<file path="config.mk">
export PLATFORM = sky130hd
export DESIGN_NAME = async_queue_source
export DESIGN_NICKNAME = d
export VERILOG_FILES = /design/src/rtl/async_queue_pkg.sv /design/src/rtl/async_reset_sync_chain.sv /design/src/rtl/async_queue_source.sv
export SDC_FILE = /design/constraint.sdc
export NUM_CORES = 1
export LEC_CHECK = 0
export CAP_MARGIN = 10
export CORE_MARGIN = 2
export CORE_UTILIZATION = 45
export CTS_CLUSTER_SIZE = 8
export DETAILED_ROUTE_END_ITERATION = 7
export PLACE_DENSITY_LB_ADDON = 0.3
export SETUP_SLACK_MARGIN = 0.1
export SYNTH_ARGS = -nofsm -noshare
export SYNTH_HDL_FRONTEND = slang
export SYNTH_SLANG_ARGS = --single-unit
</file>
<file path="constraint.sdc">
create_clock -name clock -period 3.5 [get_ports clock]
set_input_delay 0.7 -clock clock [delete_from_list [all_inputs] [get_ports clock]]
set_output_delay 0.7 -clock clock [all_outputs]
set_load 0.01 [all_outputs]
</file>
<file path="src/rtl/async_queue_pkg.sv">
// Shared definitions for the clock-domain-crossing queue: Gray coding, full-compare mask and
// the default synchronizer depth.
package async_queue_pkg;

  localparam int unsigned DefaultSyncDepth = 3;
  localparam int unsigned MaxIdxWidth      = 32;

  function automatic logic [MaxIdxWidth-1:0] bin2gray(input logic [MaxIdxWidth-1:0] bin);
    return bin ^ (bin >> 1);
  endfunction

  // Gray(x + depth) == Gray(x) ^ mask: the two index MSBs inverted, lower bits equal.
  function automatic logic [MaxIdxWidth-1:0] full_mask(input int unsigned depth_log2);
    logic [MaxIdxWidth-1:0] base;
    base = {{(MaxIdxWidth-2){1'b0}}, 2'b11};
    return base << (depth_log2 - 1);
  endfunction

endpackage

</file>
<file path="src/rtl/async_reset_sync_chain.sv">
// Multi-flop synchronizer, WIDTH bits wide and SYNC_DEPTH flops long, async active-low reset.
module async_reset_sync_chain
  import async_queue_pkg::*;
#(
  parameter int unsigned WIDTH      = 1,
  parameter int unsigned SYNC_DEPTH = DefaultSyncDepth
) (
  input  logic             clock,
  input  logic             reset,
  input  logic [WIDTH-1:0] d,
  output logic [WIDTH-1:0] q
);

  logic [WIDTH-1:0] stage_q [SYNC_DEPTH];

  always_ff @(posedge clock or negedge reset) begin
    if (!reset) begin
      for (int i = 0; i < SYNC_DEPTH; i++) begin
        stage_q[i] <= '0;
      end
    end else begin
      stage_q[0] <= d;
      for (int i = 1; i < SYNC_DEPTH; i++) begin
        stage_q[i] <= stage_q[i-1];
      end
    end
  end

  assign q = stage_q[SYNC_DEPTH-1];

endmodule

</file>
<file path="src/rtl/async_queue_source.sv">
// Enqueue half of the async queue: flop-array ring, Gray write index out, synchronized Gray
// read index and sink-valid in, ready derived from registered state only.
module async_queue_source
  import async_queue_pkg::*;
#(
  parameter int unsigned WIDTH      = 32,
  parameter int unsigned DEPTH_LOG2 = 3,
  parameter int unsigned SYNC_DEPTH = DefaultSyncDepth
) (
  input  logic                             clock,
  input  logic                             reset,
  input  logic                             io_enq_valid,
  output logic                             io_enq_ready,
  input  logic [WIDTH-1:0]                 io_enq_bits,
  output logic [WIDTH*(2**DEPTH_LOG2)-1:0] io_async_mem,
  output logic [DEPTH_LOG2:0]              io_async_widx,
  input  logic [DEPTH_LOG2:0]              io_async_ridx,
  output logic                             io_async_safe_widx_valid,
  input  logic                             io_async_safe_ridx_valid
);

  localparam int unsigned Depth = 2 ** DEPTH_LOG2;
  localparam int unsigned IdxW  = DEPTH_LOG2 + 1;
  localparam logic [IdxW-1:0] FullMask = IdxW'(full_mask(DEPTH_LOG2));

  logic [IdxW-1:0]  widx_bin_q, widx_bin_d;
  logic [IdxW-1:0]  widx_gray_q, widx_gray_d;
  logic [WIDTH-1:0] mem_q [Depth];
  logic [Depth-1:0] mem_we;
  logic             safe_widx_valid_q;
  logic [IdxW-1:0]  ridx_sync;
  logic             sink_ok;
  logic             full;
  logic             fire;

  async_reset_sync_chain #(
    .WIDTH      (IdxW),
    .SYNC_DEPTH (SYNC_DEPTH)
  ) u_ridx_sync (
    .clock (clock),
    .reset (reset),
    .d     (io_async_ridx),
    .q     (ridx_sync)
  );

  async_reset_sync_chain #(
    .WIDTH      (1),
    .SYNC_DEPTH (SYNC_DEPTH)
  ) u_sink_valid_sync (
    .clock (clock),
    .reset (reset),
    .d     (io_async_safe_ridx_valid),
    .q     (sink_ok)
  );

  assign full         = (widx_gray_q == (ridx_sync ^ FullMask));
  assign io_enq_ready = sink_ok & ~full;
  assign fire         = io_enq_valid & io_enq_ready;

  always_comb begin
    widx_bin_d = widx_bin_q;
    if (!sink_ok) begin
      widx_bin_d = '0;
    end else if (fire) begin
      widx_bin_d = widx_bin_q + 1'b1;
    end
    widx_gray_d = IdxW'(bin2gray(MaxIdxWidth'(widx_bin_d)));
  end

  always_comb begin
    mem_we = '0;
    for (int i = 0; i < Depth; i++) begin
      mem_we[i] = fire && (widx_bin_q[DEPTH_LOG2-1:0] == DEPTH_LOG2'(i));
    end
  end

  always_ff @(posedge clock or negedge reset) begin
    if (!reset) begin
      widx_bin_q        <= '0;
      widx_gray_q       <= '0;
      safe_widx_valid_q <= 1'b0;
    end else begin
      widx_bin_q        <= widx_bin_d;
      widx_gray_q       <= widx_gray_d;
      safe_widx_valid_q <= 1'b1;
    end
  end

  for (genvar g = 0; g < Depth; g++) begin : gen_mem
    always_ff @(posedge clock or negedge reset) begin
      if (!reset) begin
        mem_q[g] <= '0;
      end else if (mem_we[g]) begin
        mem_q[g] <= io_enq_bits;
      end
    end
    assign io_async_mem[g*WIDTH +: WIDTH] = mem_q[g];
  end

  assign io_async_widx            = widx_gray_q;
  assign io_async_safe_widx_valid = safe_widx_valid_q;

endmodule

</file>
* Word level (Yosys, flattened, before mapping) *
Cells that the tools add are included.
W data, S select, Z words.

word-level totals
  input bits = 40
  output and inout port bits = 262
  bits in registers = 280
  logic and storage cells = 42

cells by class
  equality and inequality tests = 8
  add/subtract/negate cells = 1
  reductions and logical operators = 9
  multiplexer cells = 2
  bitwise operators = 5

operators by type and width
  cell                   number
  $eq A3 B3 Y1 const B   4
  $logic_and A1 B1 Y1    8
  $mux W4                2
  $eq A3 B2 Y1 const B   2
  $add A4 B1 Y4 const B  1
  $eq A4 B4 Y1           1
  $xor A4 B3 Y4          1
  $eq A3 B1 Y1 const B   1
  $logic_not A3 Y1       1
  $and A1 B1 Y1          2
  $not A2 Y2             1
  $not A1 Y1             1

* Longest topological paths before layout *
Gate-level depths: netlist of run 1.

  depth after elaboration = 8
  mapped depth = 6
  mapped depth without buffers = 5

* Hierarchy *
From an unflattened synthesis of run 1, not the netlist that was laid out.

unflattened totals
  cells, all modules = 617
  area total of the unflattened synthesis = 10552.6 sq um

by module, submodules not included
  module                                       sequential area each (sq um)  cells an instance  area each (sq um)  times used
  async_queue_source                           6606.3                        598                10147.2            1
  async_reset_sync_chain at u_ridx_sync        300.3                         16                 330.3              1
  async_reset_sync_chain at u_sink_valid_sync  75.1                          3                  75.1               1

* Least setup slack after synthesis of run 1 *
No wires, ideal clock.

  path kind = register to register
  start point = register widx_gray_q[0], in the netlist io_async_widx[0]
  end point = register mem_q, in the netlist io_async_mem[129]
  buffers on the path = 1
  library setup time = 0.125 ns
  period minus slack after synthesis = 1.954 ns
  slack = 1.546 ns
  arrival = 1.829 ns
  cell stages (with the launch flop) = 6
  required time = 3.375 ns
  cell sequence = dfrtp_1 > xor2_1 > nor4_4 > nor3_1 > buf_6 > mux2_2

between the ends
  longest elaborated chain between the ends = 5

RTL lines
  what                             RTL line                  text
  from (decl)                      async_queue_source.sv:27  logic [IdxW-1:0] widx_gray_q, widx_gray_d;
  from (signal assigned)           async_queue_source.sv:84  widx_gray_q <= widx_gray_d;
  $eq A4 B4 Y1                     async_queue_source.sv:56  assign full = (widx_gray_q == (ridx_sync ^ FullMask));
  $not A1 Y1                       async_queue_source.sv:57  assign io_enq_ready = sink_ok & ~full;
  $and A1 B1 Y1                    async_queue_source.sv:57
  $and A1 B1 Y1                    async_queue_source.sv:58  assign fire = io_enq_valid & io_enq_ready;
  $logic_and A1 B1 Y1              async_queue_source.sv:73  mem_we[i] = fire && (widx_bin_q[DEPTH_LOG2-1:0] == DEPTH_LOG2'(i));
  to (signal, indexed assignment)  async_queue_source.sv:94  mem_q[g] <= io_enq_bits;
  to (decl)                        async_queue_source.sv:28  logic [WIDTH-1:0] mem_q [Depth];

Every way passes these cells.
A chain may end at the register's enable or synchronous reset.

* Final worst setup path of run 1 *
  start point = register widx_gray_q[1], in the netlist io_async_widx[1]
  end point = output port io_enq_ready

between the ends
  longest elaborated chain between the ends = 3

RTL lines
  what           RTL line                  text
  $eq A4 B4 Y1   async_queue_source.sv:56
  $not A1 Y1     async_queue_source.sv:57
  $and A1 B1 Y1  async_queue_source.sv:57
  to (decl)      async_queue_source.sv:13  output logic io_enq_ready,

Every way passes these cells.

==> run_results.csv, run 1 <==
group,metric,value,unit
sta,grt_setup_unrepaired,"no",
synthesis,yosysMostFrequentCell,"dfrtp_1",
setup_path,cp_num_buf_inv,1,
layout,diodes,0,
synthesis,synth_nets,659,
global_routing,grt_pass1_vias,6884,
setup_path,cp_cell_sequence,"xor2_1 > nor4_4 > nor2b_1 > clkdlybuf4s50_1",
drt,drc,0,
synthesis,synth_top_cell_area_share,66.5,%
clock_tree,clk_latency,0.51,ns
synthesis,ys_ff_latch,279,
global_routing,met2_usage,35.3,%
layout,nNetsFinal,991,
sta,max_slew_margin,36.8,%
setup_path,crit_cells,4,
sta,hold_violations,0,
synthesis,synth_area,10500,sq um
setup_path,r2r_slack,0.88,ns
clock_tree,cts_setup_buffers,0,
sta,fin_setup_tns,0,ns
setup_path,setup.worst_path.class,"register to output port",
outcome,run_status,"complete, no violations",
placed_design,dp_hpwl,17200,microns
sta,fmax,341,MHz
worst_hold_path,min_path_type,"input pin to asynchronous set/reset pin",
synthesis,synth_seq_area_share,66.5,%
setup_path,worst-path-max-fanout,9,
drt,ant_nets,0,
setup_path,rr_worst_depth,5,
setup_path,arrival,2.23,ns
drt,wirelength,25600,microns
synthesis,synthCells,613,
synthesis,synthTopCellsByArea,"dfrtp_1 66%, mux2_2 27%, buf_6 1.9%",
synthesis,syn_avg_cell_area,17.1,sq um
layout,area_delta_synth_final,41.5,%
global_routing,antenna_found_initial,0,
floorplan,die-area,24600,sq um
sta,slew_violations,0,
layout,drive_gt1_share,33.7,%
setup_path,crit_path_top_delay_cell,"nor4_4",
clock_tree,clock_sinks,279,
sta,worstMarginPinSlew,0.945,ns
placed_design,dpl_cell_area,13800,sq um
global_routing,grt_usage,21.2,%
clock_tree,ctsLongestPathBuffers,3,
setup_path,r2r-start,"io_async_widx[1]",
layout,final_cell_area,14900,sq um
power_and_ir_drop,cellLeakagePower,0.00678,uW
global_routing,grt_max_degree,87,
drt,vias_per_cell,5.01,
setup_path,crit_family,"simple AND/OR/NAND/NOR gates",
global_routing,gr-total-overflow,0,
global_routing,use_met1,25.9,%
drt,drt-initial-drc-count,193,
floorplan,core-area,22800,sq um
synthesis,async_flop_share,100,%
synthesis,synthDistinctLibCells,26,
global_routing,grt_pass1_wl,39600,microns
synthesis,yosys.area.top_type,"dfrtp_1",
clock_tree,path_clk_slew,0.05,ns
setup_path,critPathLaunch,"io_async_widx[1]",
synthesis,synth_edf_count,0,
setup_path,startpoint_type,"register",
clock_tree,cts-root-buf,"clkbuf_16",
clock_tree,cts-buffers-inserted,40,
sta,min_period_over_period,83.8,%
setup_path,r2r-end,"io_async_mem[123]",
floorplan,ios,302,
placed_design,gp_congestion,0.780,
power_and_ir_drop,vdd_drop_max,0.429,mV
power_and_ir_drop,p_total,10200,uW
setup_path,crit_end,"io_enq_ready",
setup_path,slowest_delay,0.58,ns
setup_path,worstSetupEndpointType,"output port",
drt,vias,6303,
setup_path,cp_data_required_time,2.80,ns
drt,wl_per_cell,20.4,microns
synthesis,yosys_most_used_dff,"dfrtp_1",
placed_design,io_buffers,301,
sta,fin_crit,2.93,ns
global_routing,grtUsageMet3,7.23,%
power_and_ir_drop,power.density,685,nW/um^2
clock_tree,cts_tree,"yes",
floorplan,rows,55,
floorplan,fp.dieW,157,microns
run,drv_cap,0,
sta,skew,0.0180,ns
floorplan,die_h,157,microns
clock_tree,htreeDepth,2,
floorplan,start_util,46.1,%
drt,drtPass1Iterations,4,
clock_tree,post_cts_resized,0,
sta,setup_viol,0,
synthesis,yosys-top-cells-count,"279 x dfrtp_1, 249 x mux2_2, 18 x buf_6",
clock_tree,postCtsHoldBufs,0,
synthesis,synth-warning-count,0,
global_routing,grt.busiest_layer,"met2",
routing by layer:
layer | vias to the layer above | part of all wire [%]
met5 | - | 0
met4 | 0 | 2.5
met3 | 47 | 8.5
met2 | 226 | 50
met1 | 3238 | 40
li1 | 2792 | -
cell usage in the layout, fill, tap and decap left out, types with 2 or more instances in the layout:
cell,Yosys,layout
clkdlybuf4s50_1,0,300
dfrtp_1,279,279
mux2_2,249,249
clkbuf_16,0,40
buf_4,7,13
xor2_1,7,7
nand2_1,9,7
mux2_1,7,7
ha_1,6,6
nand3_1,4,4
o21ai_0,4,4
inv_1,3,3
nor2_4,3,3
nor3_2,0,3
buf_12,0,3
xnor2_1,2,2
nand2_2,0,2
through the flow:
step / hold slack (ns) / worst slack (ns) / cells / util (%)
6_report: 0.210 / 0.565 / 1259 / 65.2
5_1_grt: 0.261 / 0.459 / 1259 / 65.2
4_1_cts: 0.218 / 0.522 / 1259 / 65.2
3_5_place_dp: 0.335 / 0.675 / 1216 / 60.7
3_3_place_gp: 0.333 / 0.720 / 1216 / 60.7
2_1_floorplan: 0.331 / 1.55 / 613 / -
worst min path at each step:
stage                                         endpoint  slack (ns)  depth (start not counted)
after floorplan                       u_ridx_sync.q[0]        0.33                          0
after global placement    u_sink_valid_sync.stage_q[1]        0.33                          0
after detailed placement              u_ridx_sync.q[0]        0.33                          0
after CTS                             io_async_mem[13]        0.22                          1
after global routing                  io_async_mem[40]        0.26                          1
final                          u_ridx_sync.stage_q[11]        0.21                          1
sequential cells by signal, summed over array words and instances, names as in the netlist:
register                   flops
u_ridx_sync.q                  4
io_async_widx                  3
u_sink_valid_sync.stage_q      2
io_async_safe_widx_valid       1
u_ridx_sync.stage_q            8
u_sink_valid_sync.q            1
io_async_mem                 256
widx_bin_q                     4
power breakdown:
group          internal (uW)  switching [uW]
clock network           2010            1260
logic                   1640            1010
registers               3910             352
total                   7550            2620
kinds of logic (layout without fill, tap and decap cells):
group	count (synthesis)	count (layout)	synth area share, %
fa+ha+maj	6	6	0.715
simple gates	26	26	1.56
flops	279	279	66.5
mux	257	257	27.6
buf+inv	30	363	2.62
compound gates	5	5	0.262
other cells	1	1	0.0357
xor+xnor	9	9	0.751
layout make-up:
class | count | area [sq um]
multi-input combinational | 304 | 3260
tap | 313 | 392
clock inverter | 2 | 25.0
clock buffer | 41 | 1000
inverter | 3 | 11.3
sequential | 279 | 6980
fill | 1705 | 7930
timing repair buffer | 317 | 3180
Note: power is estimated with default switching activity, not from simulation.
==> inputs of run 2 (changes only) <==
CORE_UTILIZATION = 43   (was 45)
clock period = 2.5 ns   (was 3.5 ns; I/O delays follow)
==> run 2 against run 1 <==
Worst setup slack worse by 0.33 ns; non-clock buffer count up 8; die area up 4.5%; cell count up 1.6%; global-route usage down 0.78 points; sequential share of layout area down 0.47 points; sequential power up 39%; utilization down 3.2 points; cell area up 1.0%; via count up 1.6%; first-iteration DRC count up 13%; clock skew down 0.0057 ns.
==> run_results.csv, run 2 (synthesis gave the netlist of run 1 again) <==
group,metric,value,unit
drt,drtPass1Iterations,4,
outcome,run_status,"complete, no violations",
placed_design,place_ws,0.266,ns
global_routing,grtUsageMet3,6.78,%
layout,diodes,0,
global_routing,grt.busiest_layer,"met2",
layout,area_delta_synth_final,42.9,%
drt,ant_nets,0,
floorplan,die-area,25700,sq um
sta,min_period_over_period,90.6,%
run,drv_cap,0,
sta,fmax,442,MHz
placed_design,gp_congestion,0.789,
worst_hold_path,min_path_type,"register to register",
floorplan,ios,302,
setup_path,setup.worst_path.class,"register to register",
layout,final_cell_area,15000,sq um
global_routing,grt_max_degree,64,
layout,mostFrequentLayoutCell,"clkdlybuf4s50_1",
setup_path,startpoint_type,"register",
clock_tree,path_clk_slew,0.05,ns
setup_path,slowest_delay,0.43,ns
setup_path,worst-path-max-fanout,15,
floorplan,die_h,160,microns
floorplan,fp.dieW,160,microns
power_and_ir_drop,power.density,955,nW/um^2
global_routing,grt_pass1_vias,6856,
drt,wl_per_cell,20.2,microns
sta,hold_violations,0,
sta,skew,0.0123,ns
sta,holdWs,0.345,ns
global_routing,use_met1,25.7,%
global_routing,grt_pass1_wl,40700,microns
clock_tree,ctsLongestPathBuffers,3,
layout,drive_gt1_share,34.2,%
setup_path,cp_cell_sequence,"xnor2_1 > nor4_4 > buf_4 > or3b_4 > nor2_4 > buf_6 > mux2_2",
drt,wirelength,25800,microns
sta,fin_setup_tns,0,ns
drt,vias_per_cell,5.01,
sta,fin_crit,2.26,ns
layout,nNetsFinal,999,
setup_path,worstSetupEndpointType,"register",
global_routing,grt_usage,20.4,%
clock_tree,clk_latency,0.51,ns
drt,vias,6402,
placed_design,io_buffers,301,
layout,final_cell_mix,"299 x clkdlybuf4s50_1, 279 x dfrtp_1, 249 x mux2_2, 41 x clkbuf_16, 14 x buf_4",
sta,slew_violations,0,
global_routing,met2_usage,33.9,%
drt,drc,0,
clock_tree,cts-buffers-inserted,40,
placed_design,dpl_cell_area,13900,sq um
global_routing,antenna_found_initial,0,
floorplan,core-area,24200,sq um
setup_path,cp_data_required_time,2.88,ns
setup_path,arrival,2.65,ns
clock_tree,cts-root-buf,"clkbuf_16",
drt,drt-initial-drc-count,218,
floorplan,rows,57,
clock_tree,clock_sinks,279,
global_routing,gr-total-overflow,0,
sta,setup_viol,0,
power_and_ir_drop,cellLeakagePower,0.00685,uW
clock_tree,cts_tree,"yes",
setup_path,crit_path_top_delay_cell,"or3b_4",
placed_design,dpl.cell_count,1233,
floorplan,start_util,43.4,%
sta,setup_slack,0.235,ns
sta,grt_setup_unrepaired,"no",
power_and_ir_drop,vdd_drop_max,0.628,mV
layout,largest_register_ffs,256,
placed_design,dp_hpwl,17500,microns
layout,layoutNonFillerInstCount,1279,
clock_tree,htreeDepth,2,
-- run 2: cell type report --
| class | count | area, sq um |
|---|---|---|
| Inverter | 3 | 11.3 |
| Clock buffer | 42 | 1030 |
| Fill cell | 1857 | 9180 |
| Multi-Input combinational cell | 304 | 3260 |
| Timing Repair Buffer | 325 | 3290 |
| Clock inverter | 2 | 17.5 |
| Tap cell | 324 | 405 |
| Sequential cell | 279 | 6980 |
-- run 2: through the flow --
step	total power (uW)	util [%]
finish	14300	62.1
global placement	9690	57.6
detailed placement	9770	57.6
floorplan	7350	-
global route	15000	62.1
CTS	14500	62.0
-- run 2: timing repair --
action,4_1_cts,5_1_grt
hold endpoints to repair,55,0
gates cloned,0,0
pin swaps,1,0
buffers inserted,1,0
hold buffers,1,0
endpoints found under the setup margin,1,17
gates resized for setup,1,2
-- run 2: path summary, 6_finish.rpt --
kind,startpoint,to,slack [ns],depth (start not counted)
worst max-delay path,io_async_widx[2],io_async_mem[52],0.24,7
worst min-delay path,u_ridx_sync.stage_q[8],u_ridx_sync.stage_q[4],0.34,0
worst max register to register,io_async_widx[2],io_async_mem[52],0.24,7
worst min register to register,u_ridx_sync.stage_q[8],u_ridx_sync.stage_q[4],0.34,0
max in group asynchronous,reset,io_async_mem[249],1.24,3
min in group asynchronous,reset,u_ridx_sync.stage_q[10],0.52,2
-- run 2: power breakdown --
part / switching, uW / internal [uW]
combinational: 1430 / 2310
sequential: 474 / 5470
clock: 1780 / 2870
-- run 2: layer usage --
metal  share of wire, %  up-vias
met2                 48      205
met5                  0        -
met3                7.2       47
met4                2.4        0
li1                   -     2837
met1                 42     3313
-- run 2: critical path, delay by kind of cell, from the launching register on --
family / cells / cell delay (ns)
multiplexers: 1 / 0.36
buffers and inverters: 2 / 0.42
XOR/XNOR: 1 / 0.27
AND/OR/NAND/NOR: 3 / 0.69
flip-flops: 1 / 0.38
